===== src/rtl/apbspi_apb_master_if.sv =====
`default_nettype none
// =============================================================================
// Module   : apbspi_apb_master_if
// Brief    : Command/response stream plus APB3 bus bundle for apbspi_apb_master.
// Revision : 1.0  initial release
// =============================================================================
interface apbspi_apb_master_if #(
    parameter int ADDR_WIDTH = 32
);
    logic                  cmd_valid;
    logic                  cmd_ready;
    logic                  cmd_write;
    logic [ADDR_WIDTH-1:0] cmd_addr;
    logic [31:0]           cmd_wdata;
    logic                  rsp_valid;
    logic [31:0]           rsp_rdata;
    logic                  rsp_slverr;
    logic                  rsp_timeout;
    logic                  busy;
    logic                  psel;
    logic                  penable;
    logic                  pwrite;
    logic [ADDR_WIDTH-1:0] paddr;
    logic [31:0]           pwdata;
    logic [31:0]           prdata;
    logic                  pready;
    logic                  pslverr;

    modport master (
        input  cmd_valid, cmd_write, cmd_addr, cmd_wdata, prdata, pready, pslverr,
        output cmd_ready, rsp_valid, rsp_rdata, rsp_slverr, rsp_timeout, busy,
               psel, penable, pwrite, paddr, pwdata
    );

    modport slave (
        output cmd_valid, cmd_write, cmd_addr, cmd_wdata, prdata, pready, pslverr,
        input  cmd_ready, rsp_valid, rsp_rdata, rsp_slverr, rsp_timeout, busy,
               psel, penable, pwrite, paddr, pwdata
    );
endinterface
`default_nettype wire


===== src/rtl/apbspi_apb_master.sv =====
`default_nettype none
// =============================================================================
// Module   : apbspi_apb_master
// Brief    : Single-outstanding APB3 initiator with alignment check and PREADY timeout.
// Revision : 1.0  initial release
// =============================================================================
module apbspi_apb_master #(
    parameter int ADDR_WIDTH = 32,
    parameter int TIMEOUT    = 16
) (
    input  wire logic           pclk,
    input  wire logic           preset,
    apbspi_apb_master_if.master bus
);
    localparam int               CNT_W    = (TIMEOUT > 0) ? $clog2(TIMEOUT + 1) : 1;
    localparam logic [CNT_W-1:0] CNT_LAST = (TIMEOUT > 0) ? CNT_W'(TIMEOUT - 1) : '0;
    localparam bit               TO_EN    = (TIMEOUT > 0);

    typedef enum logic [1:0] {
        S_IDLE   = 2'd0,
        S_SETUP  = 2'd1,
        S_ACCESS = 2'd2,
        S_ERR    = 2'd3
    } state_e;

    state_e                state_q,       state_d;
    logic [CNT_W-1:0]      wait_q,        wait_d;
    logic                  pwrite_q,      pwrite_d;
    logic [ADDR_WIDTH-1:0] paddr_q,       paddr_d;
    logic [31:0]           pwdata_q,      pwdata_d;
    logic                  rsp_valid_q,   rsp_valid_d;
    logic [31:0]           rsp_rdata_q,   rsp_rdata_d;
    logic                  rsp_slverr_q,  rsp_slverr_d;
    logic                  rsp_timeout_q, rsp_timeout_d;
    logic                  cmd_ready;
    logic                  accept;

    assign cmd_ready = (state_q == S_IDLE) && !preset;
    assign accept    = bus.cmd_valid && cmd_ready;

    always_comb begin
        state_d       = state_q;
        wait_d        = wait_q;
        pwrite_d      = pwrite_q;
        paddr_d       = paddr_q;
        pwdata_d      = pwdata_q;
        rsp_valid_d   = 1'b0;
        rsp_rdata_d   = rsp_rdata_q;
        rsp_slverr_d  = rsp_slverr_q;
        rsp_timeout_d = rsp_timeout_q;
        case (state_q)
            S_IDLE: begin
                // Misaligned commands never touch the bus, so paddr/pwdata keep their old values.
                if (accept) begin
                    if (bus.cmd_addr[1:0] != 2'b00) begin
                        state_d = S_ERR;
                    end else begin
                        state_d  = S_SETUP;
                        wait_d   = '0;
                        pwrite_d = bus.cmd_write;
                        paddr_d  = bus.cmd_addr;
                        pwdata_d = bus.cmd_write ? bus.cmd_wdata : 32'h0;
                    end
                end
            end
            S_SETUP: begin
                state_d = S_ACCESS;
            end
            S_ACCESS: begin
                if (bus.pready) begin
                    state_d       = S_IDLE;
                    rsp_valid_d   = 1'b1;
                    rsp_rdata_d   = (pwrite_q || bus.pslverr) ? 32'h0 : bus.prdata;
                    rsp_slverr_d  = bus.pslverr;
                    rsp_timeout_d = 1'b0;
                end else if (TO_EN && (wait_q == CNT_LAST)) begin
                    state_d       = S_IDLE;
                    rsp_valid_d   = 1'b1;
                    rsp_rdata_d   = 32'h0;
                    rsp_slverr_d  = 1'b1;
                    rsp_timeout_d = 1'b1;
                end else begin
                    wait_d = wait_q + CNT_W'(1);
                end
            end
            S_ERR: begin
                state_d       = S_IDLE;
                rsp_valid_d   = 1'b1;
                rsp_rdata_d   = 32'h0;
                rsp_slverr_d  = 1'b1;
                rsp_timeout_d = 1'b0;
            end
            default: begin
                state_d = S_IDLE;
            end
        endcase
    end

    always_ff @(posedge pclk) begin
        if (preset) begin
            state_q       <= S_IDLE;
            wait_q        <= '0;
            pwrite_q      <= 1'b0;
            paddr_q       <= '0;
            pwdata_q      <= 32'h0;
            rsp_valid_q   <= 1'b0;
            rsp_rdata_q   <= 32'h0;
            rsp_slverr_q  <= 1'b0;
            rsp_timeout_q <= 1'b0;
        end else begin
            state_q       <= state_d;
            wait_q        <= wait_d;
            pwrite_q      <= pwrite_d;
            paddr_q       <= paddr_d;
            pwdata_q      <= pwdata_d;
            rsp_valid_q   <= rsp_valid_d;
            rsp_rdata_q   <= rsp_rdata_d;
            rsp_slverr_q  <= rsp_slverr_d;
            rsp_timeout_q <= rsp_timeout_d;
        end
    end

    assign bus.cmd_ready   = cmd_ready;
    assign bus.busy        = (state_q != S_IDLE);
    assign bus.psel        = (state_q == S_SETUP) || (state_q == S_ACCESS);
    assign bus.penable     = (state_q == S_ACCESS);
    assign bus.pwrite      = pwrite_q;
    assign bus.paddr       = paddr_q;
    assign bus.pwdata      = pwdata_q;
    assign bus.rsp_valid   = rsp_valid_q;
    assign bus.rsp_rdata   = rsp_rdata_q;
    assign bus.rsp_slverr  = rsp_slverr_q;
    assign bus.rsp_timeout = rsp_timeout_q;
endmodule
`default_nettype wire

===== src/flat_wrapper.sv =====
// flat-port wrapper written by rule: the top's interface ports become plain ports
module apbspi_apb_master_flat 
#(
    parameter int ADDR_WIDTH = 32,
    parameter int TIMEOUT    = 16
)
  (pclk, preset, bus_cmd_valid, bus_cmd_write, bus_cmd_addr, bus_cmd_wdata, bus_prdata, bus_pready, bus_pslverr, bus_cmd_ready, bus_rsp_valid, bus_rsp_rdata, bus_rsp_slverr, bus_rsp_timeout, bus_busy, bus_psel, bus_penable, bus_pwrite, bus_paddr, bus_pwdata);
  apbspi_apb_master_if #(.ADDR_WIDTH(ADDR_WIDTH)) bus_i ();
  input  wire logic pclk;
  input  wire logic preset;
  input wire logic [$bits(bus_i.cmd_valid)-1:0] bus_cmd_valid;
  input wire logic [$bits(bus_i.cmd_write)-1:0] bus_cmd_write;
  input wire logic [$bits(bus_i.cmd_addr)-1:0] bus_cmd_addr;
  input wire logic [$bits(bus_i.cmd_wdata)-1:0] bus_cmd_wdata;
  input wire logic [$bits(bus_i.prdata)-1:0] bus_prdata;
  input wire logic [$bits(bus_i.pready)-1:0] bus_pready;
  input wire logic [$bits(bus_i.pslverr)-1:0] bus_pslverr;
  output wire logic [$bits(bus_i.cmd_ready)-1:0] bus_cmd_ready;
  output wire logic [$bits(bus_i.rsp_valid)-1:0] bus_rsp_valid;
  output wire logic [$bits(bus_i.rsp_rdata)-1:0] bus_rsp_rdata;
  output wire logic [$bits(bus_i.rsp_slverr)-1:0] bus_rsp_slverr;
  output wire logic [$bits(bus_i.rsp_timeout)-1:0] bus_rsp_timeout;
  output wire logic [$bits(bus_i.busy)-1:0] bus_busy;
  output wire logic [$bits(bus_i.psel)-1:0] bus_psel;
  output wire logic [$bits(bus_i.penable)-1:0] bus_penable;
  output wire logic [$bits(bus_i.pwrite)-1:0] bus_pwrite;
  output wire logic [$bits(bus_i.paddr)-1:0] bus_paddr;
  output wire logic [$bits(bus_i.pwdata)-1:0] bus_pwdata;
  assign bus_i.cmd_valid = bus_cmd_valid;
  assign bus_i.cmd_write = bus_cmd_write;
  assign bus_i.cmd_addr = bus_cmd_addr;
  assign bus_i.cmd_wdata = bus_cmd_wdata;
  assign bus_i.prdata = bus_prdata;
  assign bus_i.pready = bus_pready;
  assign bus_i.pslverr = bus_pslverr;
  assign bus_cmd_ready = bus_i.cmd_ready;
  assign bus_rsp_valid = bus_i.rsp_valid;
  assign bus_rsp_rdata = bus_i.rsp_rdata;
  assign bus_rsp_slverr = bus_i.rsp_slverr;
  assign bus_rsp_timeout = bus_i.rsp_timeout;
  assign bus_busy = bus_i.busy;
  assign bus_psel = bus_i.psel;
  assign bus_penable = bus_i.penable;
  assign bus_pwrite = bus_i.pwrite;
  assign bus_paddr = bus_i.paddr;
  assign bus_pwdata = bus_i.pwdata;
  apbspi_apb_master #(.ADDR_WIDTH(ADDR_WIDTH), .TIMEOUT(TIMEOUT)) u_core (.pclk(pclk), .preset(preset), .bus(bus_i));
endmodule

===== config.mk =====
export PLATFORM = sky130hd
export DESIGN_NAME = apbspi_apb_master_flat
export DESIGN_NICKNAME = d
export VERILOG_FILES = /design/src/rtl/apbspi_apb_master_if.sv /design/src/rtl/apbspi_apb_master.sv /design/src/flat_wrapper.sv
export SDC_FILE = /design/constraint.sdc
export NUM_CORES = 1
export LEC_CHECK = 0
export ABC_AREA = 1
export BUFFER_PORTS_ARGS = -buffer_cell sky130_fd_sc_hd__buf_2
export CORE_ASPECT_RATIO = 1.1
export CORE_MARGIN = 5
export CORE_UTILIZATION = 30
export CTS_BUF_LIST = sky130_fd_sc_hd__clkbuf_8
export CTS_CLUSTER_DIAMETER = 80
export CTS_CLUSTER_SIZE = 25
export DETAILED_ROUTE_END_ITERATION = 8
export PLACE_DENSITY_LB_ADDON = 0.25
export SLEW_MARGIN = 30
export SYNTH_ARGS = -nofsm -noshare
export SYNTH_HDL_FRONTEND = slang
export SYNTH_SLANG_ARGS = --single-unit
export TNS_END_PERCENT = 30

===== constraint.sdc =====
create_clock -name pclk -period 2.17 [get_ports pclk]
set_input_delay 0.434 -clock pclk [delete_from_list [all_inputs] [get_ports pclk]]
set_output_delay 0.434 -clock pclk [all_outputs]
set_load 0.01 [all_outputs]

; ---- Word level (Yosys, flattened, before mapping)
; Index checks and enable logic that the tools add are counted.
[totals]
latchBits = 0
wordCells = 57
n_memories = 0
ff_bits = 107
inputBits = 102
out_inout_bits = 104
mem_bits_ro = 0
ram_bits = 0
[op_classes]
n_bitwise = 1
n_mul = 0
n_addsub = 1
eq_ne = 9
shifts = 0
n_div = 0
n_mux = 23
n_lt_le_gt_ge = 0
n_reduce_logical = 14
[ops]
columns = operator, count
row1 = $mux W32, 4
row2 = $pmux W32 S2, 1
row3 = $mux W5, 4
row4 = $pmux W5 S2, 1
row5 = $mux W2, 4
row6 = $pmux W2 S4, 1
row7 = $reduce_bool A2 Y1, 4
row8 = $ne A2 B2 Y1 const B, 3
row9 = $pmux W1 S2, 3
row10 = $add A5 B1 Y5 const B, 1
row11 = $eq A5 B4 Y1 const B, 1
row12 = $mux W1, 5
row13 = $reduce_and A5 Y1, 1
row14 = $eq A2 B2 Y1 const B, 2
row15 = $reduce_and A2 Y1, 2
row16 = $ne A3 B2 Y1 const B, 1
row17 = $reduce_and A3 Y1, 1
row18 = $eq A2 B1 Y1 const B, 1
row19 = $logic_and A1 B1 Y1, 2
row20 = $logic_not A2 Y1, 1
row21 = $logic_or A1 B1 Y1, 2
row22 = $ne A2 B1 Y1 const B, 1
row23 = $logic_not A1 Y1, 1
row24 = $not A1 Y1, 1

; ---- Logic depth before layout (Yosys ltp)
; Gate-level depths: netlist of run 1.
[depth]
depth_word = 5
ltp_mapped = 10
mapped_depth_nobuf = 9

; ---- Worst setup path before layout of run 1
; Ideal clock, no wire load.
[synth_timing]
kind = register to register
from = register u_core.wait_q[0]
to = register u_core.rsp_rdata_q[25], in the netlist u_core.bus.rsp_rdata[25]
slack_ns = 0.530
required_ns = 2.051
path_stages_with_launch = 10
n_path_buf = 1
setup_time_ns = 0.119
arrival_time_ns = 1.521
period_less_slack_ns = 1.640
cell_sequence = dfxtp_1 -> ha_1 -> nand2_1 -> nor2_1 -> ha_1 -> o21ai_4 -> nand2_2 -> buf_2 -> o21ai_0 -> a21oi_1
[synth_via]
elab_chain_cells = 3
[synth_rtl]
columns = item, line
row1 = start: declaration, apbspi_apb_master.sv:27  ; logic [CNT_W-1:0] wait_q, wait_d;
row2 = start signal: assignment, apbspi_apb_master.sv:112  ; wait_q <= wait_d;
row3 = $eq A5 B4 Y1, apbspi_apb_master.sv:76  ; end else if (TO_EN && (wait_q == CNT_LAST)) begin
row4 = $ne A3 B2 Y1 (no source line), -
row5 = $reduce_and A2 Y1 (no source line), -
row6 = end signal: assignment, apbspi_apb_master.sv:117  ; rsp_rdata_q <= rsp_rdata_d;
row7 = end: declaration, apbspi_apb_master.sv:32  ; logic [31:0] rsp_rdata_q, rsp_rdata_d;
; Every way passes these cells.
; A chain may end at the register's enable or synchronous reset.

; ---- Worst setup path after layout of run 1
[layout_timing]
from = register u_core.state_q[0]
to = register u_core.paddr_q[31], in the netlist u_core.bus.paddr[31]
[layout_via]
elab_chain_cells = 4
[layout_rtl]
columns = item, line
row1 = start: declaration, apbspi_apb_master.sv:26  ; state_e state_q, state_d;
row2 = start signal: assignment, apbspi_apb_master.sv:111  ; state_q <= state_d;
row3 = $logic_not A2 Y1 (*), "apbspi_apb_master.sv:38, apbspi_apb_master.sv:51"
row4 = $logic_and A1 B1 Y1, apbspi_apb_master.sv:38  ; assign cmd_ready = (state_q == S_IDLE) && !preset;
row5 = $logic_and A1 B1 Y1, apbspi_apb_master.sv:39  ; assign accept = bus.cmd_valid && cmd_ready;
row6 = $reduce_and A3 Y1 (no source line) (*), -
row7 = end signal: assignment, apbspi_apb_master.sv:114  ; paddr_q <= paddr_d;
row8 = end: declaration, apbspi_apb_master.sv:29  ; logic [ADDR_WIDTH-1:0] paddr_q, paddr_d;
; Every way passes the cells marked *; elsewhere a longest branch is shown, timed or not.

==> results of run 1 <==
[area by class of cell]
type,instances,area (sq um)
fill,1432,7890
multi-input combinational,352,1670
timing repair buffer,216,1120
clock buffer,12,165
inverter,17,68.8
sequential,107,2140
clock inverter,4,41.3
tap,184,230
[repair_timing]
item / CTS / global route
hold buffers: 0 / 0
setup endpoints to repair: 31 / 30
resized for setup: 1 / 1
[cell usage in the layout (no fill, tap or decap)]
cell type / count
inv_1: 17
dfxtp_1: 107
clkinv_4: 1
nand3_1: 35
buf_4: 9
nor2_2: 2
clkbuf_8: 12
o21ai_4: 1
nand2_2: 1
bufinv_16: 1
nor3_1: 1
buf_2: 205
nand3_2: 2
buf_12: 1
nand4_1: 5
o21ai_1: 1
nor2_4: 2
a21oi_1: 75
o21ai_0: 66
ha_1: 7
buf_6: 1
nor2_1: 70
inv_2: 2
nand2_1: 84
[metal layers]
| layer | track usage, % | share of wire, % | vias to the layer above |
|---|---|---|---|
| met1 | 17.3 | 42 | 1815 |
| li1 | - | - | 2075 |
| met3 | 4.27 | 8.2 | 15 |
| met2 | 23.3 | 48 | 131 |
| met4 | 6.04 | 1.9 | 0 |
| met5 | 0 | 0 | - |
[metrics by stage]
step | cell area (sq um) | total power, mW
finish | 5440 | 5.07
global route | 5440 | 5.43
CTS | 5430 | 5.17
detailed placement | 5220 | 3.88
global placement | 5220 | 3.84
floorplan | 4110 | 3.32
[cells in the mapped netlist]
cell | count | share of area [%]
a21oi_1 | 75 | 9.1
buf_1 | 1 | 0.091
buf_2 | 9 | 1.1
buf_6 | 11 | 3.0
clkbuf_1 | 12 | 1.1
clkbuf_2 | 4 | 0.49
clkinv_2 | 1 | 0.12
dfxtp_1 | 107 | 52
ha_1 | 7 | 2.1
inv_1 | 14 | 1.3
inv_2 | 2 | 0.18
nand2_1 | 84 | 7.7
nand2_2 | 1 | 0.15
nand3_1 | 35 | 4.3
nand3_2 | 2 | 0.49
nand4_1 | 5 | 0.76
nor2_1 | 71 | 6.5
nor2_2 | 1 | 0.15
nor2_4 | 2 | 0.55
nor3_1 | 1 | 0.12
o21ai_0 | 66 | 8.0
o21ai_1 | 1 | 0.12
o21ai_4 | 1 | 0.40
[flip-flops by register name (all words and copies together), names as in the netlist]
name / count
u_core.bus.rsp_rdata: 32
u_core.bus.rsp_timeout: 1
u_core.bus.pwdata: 32
u_core.bus.rsp_valid: 1
u_core.bus.rsp_slverr: 1
u_core.wait_q: 5
u_core.bus.paddr: 32
u_core.bus.pwrite: 1
u_core.state_q: 2
[worst min-delay path by stage]
stage	slack, ns	start	endpoint	depth (start not counted)
finish	0.29	bus_cmd_wdata[7]	u_core.bus.pwdata[7]	3
global route	0.28	bus_cmd_wdata[17]	u_core.bus.pwdata[17]	3
CTS	0.26	bus_cmd_wdata[7]	u_core.bus.pwdata[7]	3
detailed placement	0.45	u_core.bus.paddr[1]	u_core.bus.paddr[1]	2
global placement	0.44	u_core.bus.paddr[1]	u_core.bus.paddr[1]	2
floorplan	0.44	u_core.wait_q[4]	u_core.wait_q[4]	2
[power breakdown]
group	total, mW	switching (mW)	internal, mW
Clock	1.26	0.645	0.617
Sequential	2.38	0.137	2.25
Combinational	1.43	0.880	0.548
[kinds of logic (layout without fill, tap and decap cells)]
logic type                 Yosys count  count (layout)  share of synthesized area, %
buffers and inverters               54             249                          7.37
DFF                                107             107                          52.1
and+or+nand+nor                    202             202                          20.7
AOI/OAI and AO/OA                  143             143                          17.7
adders and majority gates            7               7                          2.13
[critical path, delay by kind of cell (launching register included)]
kind | cells | cell delay (ns)
flip-flops | 1 | 0.38
AND/OR/NAND/NOR | 4 | 0.37
adder cells (fa/ha/maj) | 1 | 0.25
buffers and inverters | 4 | 0.79
==> results.cfg, run 1 <==
[outcome]
outcome = finished clean

[global_routing]
antenna_found_initial = 0
gr-total-overflow = 0
grt_pass1_vias = 3884
grt_pass1_wl_mm = 18.7
grt_use_total_pct = 14.3
grt_max_degree = 68

[setup_path]
cpMaxStageDelayCell = dfxtp_1
arrival_ns = 2.15
worstPathRequired_ns = 2.44
timing.rr.start = u_core.state_q[0]
cp_max_fo = 47
path_common_cell = nor2_1
startpoint = u_core.state_q[0]
r2r_slack_ns = 0.29
cp-end-kind = register
start_kind = register
setup.worst_path.end = u_core.bus.paddr[31]
regToRegEndpoint = u_core.bus.paddr[31]
crit_type = reg -> reg
path_cells = inv_1 > ha_1 > inv_2 > nor2_4 > nand3_2 > buf_6 > clkinv_4 > nor2_1 > nor2_1
critPathMaxStageDelay_ns = 0.38
r2r_cells = 9

[drt]
routed_via_density = 4.52
antenna_left = 0
wire_per_inst_microns = 13.2
drt_first_iter_violations = 243
route.detailed.drc = 0
dr_total_vias = 4036
drt_pass1_iterations = 4
wl_mm = 11.8

[floorplan]
fp.dieW_microns = 122
start_util_pct = 30.8
num_rows = 44
pin_count = 206
core_sq_um = 13300
die-area_sq_um = 16100
die_y_microns = 133

[synthesis]
ys_ff_latch = 107
syn_inst = 513
ys_seq_area_share_pct = 52.1
syn-num-nets = 622
avgSynthCellArea_sq_um = 8.01
yosysWarningCount = 0
synth.distinct_cells = 23
synth_area_sq_um = 4110

[sta]
tightest_slew_ns = 0.418
layout_min_cycle_time_ns = 1.88
fmax_mhz = 531
relSlewSlack_pct = 72.1
timing.final.ws_setup_ns = 0.288
hold_viol = 0
fin_tns_setup_ns = 0
rsz0062_at_grt = no
drv_slew = 0
holdWs_ns = 0.288
final-setup-viol-count = 0
final.setup_skew_ns = 0.0166
fin_crit_sh_pct = 86.7

[place]
place_inst = 876
numPortBuffers = 205
place.gp.congestion = 0.774
pre_cts_ws_ns = -0.105
hpwl_mm = 8.68

[power_and_ir_drop]
p_leak_nw = 2.52
max-vdd-ir-drop_mv = 0.308
p_per_area_nw_per_um2 = 933

[cts]
htree_levels = 3
cts_tree = built
post_cts_buffers = 0
path_clk_slew_ns = 0.10
root_buffer = clkbuf_8
insertion_delay_ns = 0.38
clk_path_buf_depth = 2
numClockSinks = 107
cts_buffers = 9

[layout]
fin_util_pct = 40.8
nets = 812
drive_gt1_share_pct = 33.9
fin_cells = 892
n_antenna_cell = 0
area_delta_synth_final_pct = 32.4

[worst_hold_path]
hp-class = in -> reg

[flow_run]
cap_violations = 0
Power figures use the tool's default switching activity.
==> inputs of run 2 (changes only) <==
--- a/config.mk
+++ b/config.mk
@@ -5,7 +5,6 @@
 export SDC_FILE = /design/constraint.sdc
 export NUM_CORES = 1
 export LEC_CHECK = 0
-export ABC_AREA = 1
 export BUFFER_PORTS_ARGS = -buffer_cell sky130_fd_sc_hd__buf_2
 export CORE_ASPECT_RATIO = 1.1
 export CORE_MARGIN = 5
==> run 2 against run 1 <==
Combinational power up 3%. Worst hold slack gained 0.0097 ns. Setup slack got worse by 0.17 ns. Clock power hardly changed. Sequential power is 11% lower. Register-to-register slack got worse by 0.17 ns. Power decreased by 3.8%. Routed wire length rose by 19%. Clock skew shrank 0.0050 ns. Largest power group unchanged.
==> results.cfg, run 2 <==
[outcome]
outcome = finished clean

[synthesis]
yosys.cell_count.top_type = dfxtp_1
synth.distinct_cells = 37
synth_edf_count = 0
syn_inst = 514
avgSynthCellArea_sq_um = 8.58
ys_ff_latch = 107
synth_area_leaders = dfxtp_1 49%, a21oi_1 11%, o21ai_0 11%
yosys.area.top_type = dfxtp_1
yosysTopAreaCellShare_pct = 48.6
syn-num-nets = 623
synth_area_sq_um = 4410
yosysWarningCount = 0
ys_top_cells_by_count = 107 x dfxtp_1, 99 x a21oi_1, 98 x o21ai_0
synthArstFlopShare_pct = 0
synth_flop_cell = dfxtp_1
ys_seq_area_share_pct = 48.6

[layout]
n_antenna_cell = 0
final_cell_mix = 204 x buf_2, 107 x dfxtp_1, 99 x a21oi_1
final_common_cell = buf_2
postLayoutCellArea_sq_um = 5820
num-fill-cells = 1469
nets = 796
seq_area_sq_um = 2140
area_delta_synth_final_pct = 31.9
multi_input_area_sq_um = 2030
drive_gt1_share_pct = 35.5
fin_cells = 884

[cts]
post_cts_resized = 0
root_buffer = clkbuf_8
cts_hold_buffers = 0
insertion_delay_ns = 0.37
htree_levels = 3
post_cts_buffers = 0
clk_path_buf_depth = 2
cts_tree = built
numClockSinks = 107
cts_buffers = 9
path_clk_slew_ns = 0.10

[global_routing]
grt_pass1_wl_mm = 22.5
antenna_found_initial = 0
use_met2_pct = 27.0
top_usage_layer = met2
gr-total-overflow = 0
grt_max_degree = 65
grtUsageMet1_pct = 17.9
use_met3_pct = 5.27
grt_pass1_vias = 4659
grt_use_total_pct = 15.8

[place]
numPortBuffers = 205
place.gp.congestion = 0.825
pre_cts_ws_ns = 0.140
place_inst = 868
dpl_cell_area_sq_um = 5610
hpwl_mm = 9.71

[setup_path]
worstPathRequired_ns = 2.44
cpMaxStageDelayCell = or3b_4
cp_max_fo = 5
arrival_ns = 2.32
path_cells = ha_1 > and3_1 > ha_1 > or3b_4 > o211a_1 > o31a_1
r2r_cells = 6
start_kind = register
critPathMaxStageDelay_ns = 0.42
timing.rr.start = u_core.wait_q[0]
cp-end-kind = register
crit_type = reg -> reg
path_common_cell = ha_1
startpoint = u_core.wait_q[0]

[sta]
final.setup_skew_ns = 0.0116
drv_slew = 0
relSlewSlack_pct = 60.5
fin_tns_setup_ns = 0
tightest_slew_ns = 0.593
rsz0062_at_grt = no
final-setup-viol-count = 0
timing.final.ws_setup_ns = 0.114
fmax_mhz = 486
layout_min_cycle_time_ns = 2.06
hold_viol = 0
fin_crit_sh_pct = 94.7

[floorplan]
core_sq_um = 14400
fp.dieW_microns = 126
die-area_sq_um = 17200
pin_count = 206
die_y_microns = 137
start_util_pct = 30.5
num_rows = 46

[flow_run]
cap_violations = 0

[drt]
drt_first_iter_violations = 244
wl_mm = 14.0
dr_total_vias = 4570
antenna_left = 0
wire_per_inst_microns = 15.8
route.detailed.drc = 0
routed_via_density = 5.17
drt_pass1_iterations = 4

[power_and_ir_drop]
p_per_area_nw_per_um2 = 839
max-vdd-ir-drop_mv = 0.520
finalPower_mw = 4.88
p_leak_nw = 2.43

[worst_hold_path]
hp-class = in -> reg
worstHoldStart = bus_cmd_addr[28]
min_path_cells = 3
[run 2: changes by cell type after synthesis, sizes merged, moves of 5 or more]
cell    before  now
buf         21   14
nand2b       0    6
o21ai       68   99
nand4        5   33
a21oi       75   99
or3b         0    5
nand3b       0   33
nor2        74    4
nand2       85    1
inv         16    8
clkbuf      16   43
[run 2: layout make-up]
class                   instances  share of cell area [%]
multi-input cells             342                    34.9
flip-flops and latches        107                    36.8
inverters                       8                   0.516
repair buffers                219                    20.1
clock buffers                  11                    2.60
well taps                     192                    4.13
clock inverters                 5                   0.925
[run 2: per-stage QoR]
stage	util (%)	hold WS (ns)
4_1_cts	40.3	0.265
3_5_place_dp	38.8	0.463
2_1_floorplan	-	0.449
5_1_grt	40.3	0.283
3_3_place_gp	38.8	0.454
6_report	40.3	0.298
[run 2: cells by family (layout without fill, tap and decap cells)]
logic type	Yosys count	in the layout	share of synthesized area [%]
mux	3	3	0.681
flops	107	107	48.6
buf+inv	65	243	5.96
simple gates	126	126	18.5
fa+ha+maj	7	7	1.99
compound gates	206	206	24.3
[run 2: worst paths after layout]
kind | slack [ns] | end
worst max-delay path | 0.11 | u_core.wait_q[3]
worst min-delay path | 0.30 | u_core.bus.paddr[28]
worst max register to register | 0.11 | u_core.wait_q[3]
worst min register to register | 0.47 | u_core.bus.pwdata[30]
[run 2: metal layers]
| metal | routed length [microns] | up-vias |
|---|---|---|
| met5 | 0 | - |
| met4 | 325 | 0 |
| met3 | 1230 | 23 |
| met2 | 6670 | 170 |
| met1 | 5770 | 2172 |
| li1 | - | 2205 |
[run 2: critical path, delay by kind of cell (launching register included)]
kind,cells,cell delay (ns)
flops,1,0.35
simple gates,2,0.61
compound gates,2,0.52
fa+ha+maj,2,0.47
[run 2: where the power goes]
part	switching (mW)	leakage, nW	internal (mW)	total, mW
combinational	0.976	1.46	0.507	1.48
sequential	0.0611	0.864	2.07	2.13
clock	0.675	0.108	0.592	1.27
==> inputs of run 3 (changes only) <==
==> constraint.sdc (replaced) <==
create_clock -name pclk -period 2.17 [get_ports pclk]
set_input_delay 0.3255 -clock pclk [delete_from_list [all_inputs] [get_ports pclk]]
set_output_delay 0.3255 -clock pclk [all_outputs]
set_load 0.01 [all_outputs]
==> run 3 against run 2 <==
Non-clock buffer count rose by 1. Setup slack got worse by 0.0065 ns. Global-route usage fell by 0.42 points. Largest power group unchanged.
==> results.cfg, run 3 (same netlist as run 2, synthesis figures left out) <==
[global_routing]
antenna_found_initial = 0
grt_max_degree = 65
gr-total-overflow = 0
grt_pass1_vias = 4316
grt_pass1_wl_mm = 21.9
grt_use_total_pct = 15.3

[power_and_ir_drop]
p_per_area_nw_per_um2 = 829
max-vdd-ir-drop_mv = 0.303
finalPower_mw = 4.80
p_leak_nw = 2.42

[drt]
drt_pass1_iterations = 5
dr_total_vias = 4546
route.detailed.drc = 0
routed_via_density = 5.14
wire_per_inst_microns = 15.8
dr_wl_met2_mm = 6.62
wl_met1_mm = 5.82
wl_mm = 14.0
wl_met3_mm = 1.41
antenna_left = 0
top_layer_used = met4
drt_first_iter_violations = 307

[layout]
num-fill-cells = 1482
fin_util_pct = 40.1
n_antenna_cell = 0
drive_gt1_share_pct = 35.9
final_cell_mix = 204 x buf_2, 107 x dfxtp_1, 99 x a21oi_1
nets = 797
final_common_cell = buf_2
fin_cells = 885
area_delta_synth_final_pct = 31.3

[floorplan]
die-area_sq_um = 17200
core_sq_um = 14400
fp.dieW_microns = 126
start_util_pct = 30.5
die_y_microns = 137
num_rows = 46
pin_count = 206

[setup_path]
cp-end-kind = register
crit_type = reg -> reg
regToRegEndpoint = u_core.wait_q[1]
startpoint = u_core.wait_q[0]
cp_max_fo = 5
worstPathRequired_ns = 2.48
arrival_ns = 2.37
timing.rr.start = u_core.wait_q[0]
r2r_slack_ns = 0.11
start_kind = register
r2r_cells = 6

[worst_hold_path]
min_path_cells = 3
worstHoldStart = bus_cmd_addr[25]
hold_end = u_core.bus.paddr[25]
hp-class = in -> reg

[place]
hpwl_mm = 9.57
place_inst = 869
place.gp.congestion = 0.820
pre_cts_ws_ns = 0.115
numPortBuffers = 205

[sta]
fmax_mhz = 485
drv_slew = 0
tightest_slew_ns = 0.596
fin_crit_sh_pct = 95.0
final-setup-viol-count = 0
timing.final.ws_setup_ns = 0.107
relSlewSlack_pct = 60.3
hold_viol = 0
final.setup_skew_ns = 0.00894
rsz0062_at_grt = no
layout_min_cycle_time_ns = 2.06
fin_tns_setup_ns = 0

[cts]
cts_tree = built
insertion_delay_ns = 0.37
cts_hold_buffers = 0
cts_buffers = 9
numClockSinks = 107
path_clk_slew_ns = 0.11
clk_path_buf_depth = 2
post_cts_buffers = 0
htree_levels = 3
post_cts_resized = 0
root_buffer = clkbuf_8

[outcome]
outcome = finished clean

[flow_run]
cap_violations = 0
-- run 3: cell types whose count changed in the layout (fill, tap and decap cells not counted) --
cell	before	now
clkinv_2	0	1
bufinv_16	1	0
inv_1	9	7
clkinv_4	1	2
inv_6	0	2
buf_12	3	2
clkbuf_8	11	10
buf_4	12	14
-- run 3: critical path: stages, from the launching register on --
cell and delay (ns):
dfxtp_1 0.35, ha_1 0.23, and3_1 0.19, ha_1 0.25, or3b_4 0.43, a22oi_2 0.33
mux2i_1 0.23
-- run 3: how the worst max path moves through the flow --
stage | endpoint
after CTS | u_core.wait_q[1]
after global placement | u_core.wait_q[3]
after floorplan | u_core.wait_q[3]
final | u_core.wait_q[1]
after detailed placement | u_core.wait_q[1]
after global routing | u_core.wait_q[1]
-- run 3: final cells by class --
type	count	area, sq um	area share, %
clock inverter	6	47.5	0.821
multi-input combinational	342	2030	35.0
sequential	107	2140	37.0
timing repair buffer	220	1170	20.1
inverter	8	30.0	0.518
tap	192	240	4.15
clock buffer	10	138	2.38
-- run 3: per-layer routing --
layer	GRT usage (%)	vias up
met5	0	-
met4	4.40	0
met3	6.20	16
met2	24.6	178
met1	19.1	2141
li1	-	2211
-- run 3: stage by stage --
stage          area, sq um  hold slack, ns
3_5_place_dp          5610           0.461
4_1_cts               5790           0.151
3_3_place_gp          5610           0.454
2_1_floorplan         4410           0.449
5_1_grt               5790           0.152
6_report              5790           0.189
-- run 3: where the power goes --
| group | total, mW | internal [mW] | switching (mW) | leakage [nW] |
|---|---|---|---|---|
| combinational | 1.49 | 0.509 | 0.979 | 1.46 |
| sequential | 2.13 | 2.07 | 0.0626 | 0.864 |
| clock | 1.18 | 0.460 | 0.716 | 0.0933 |
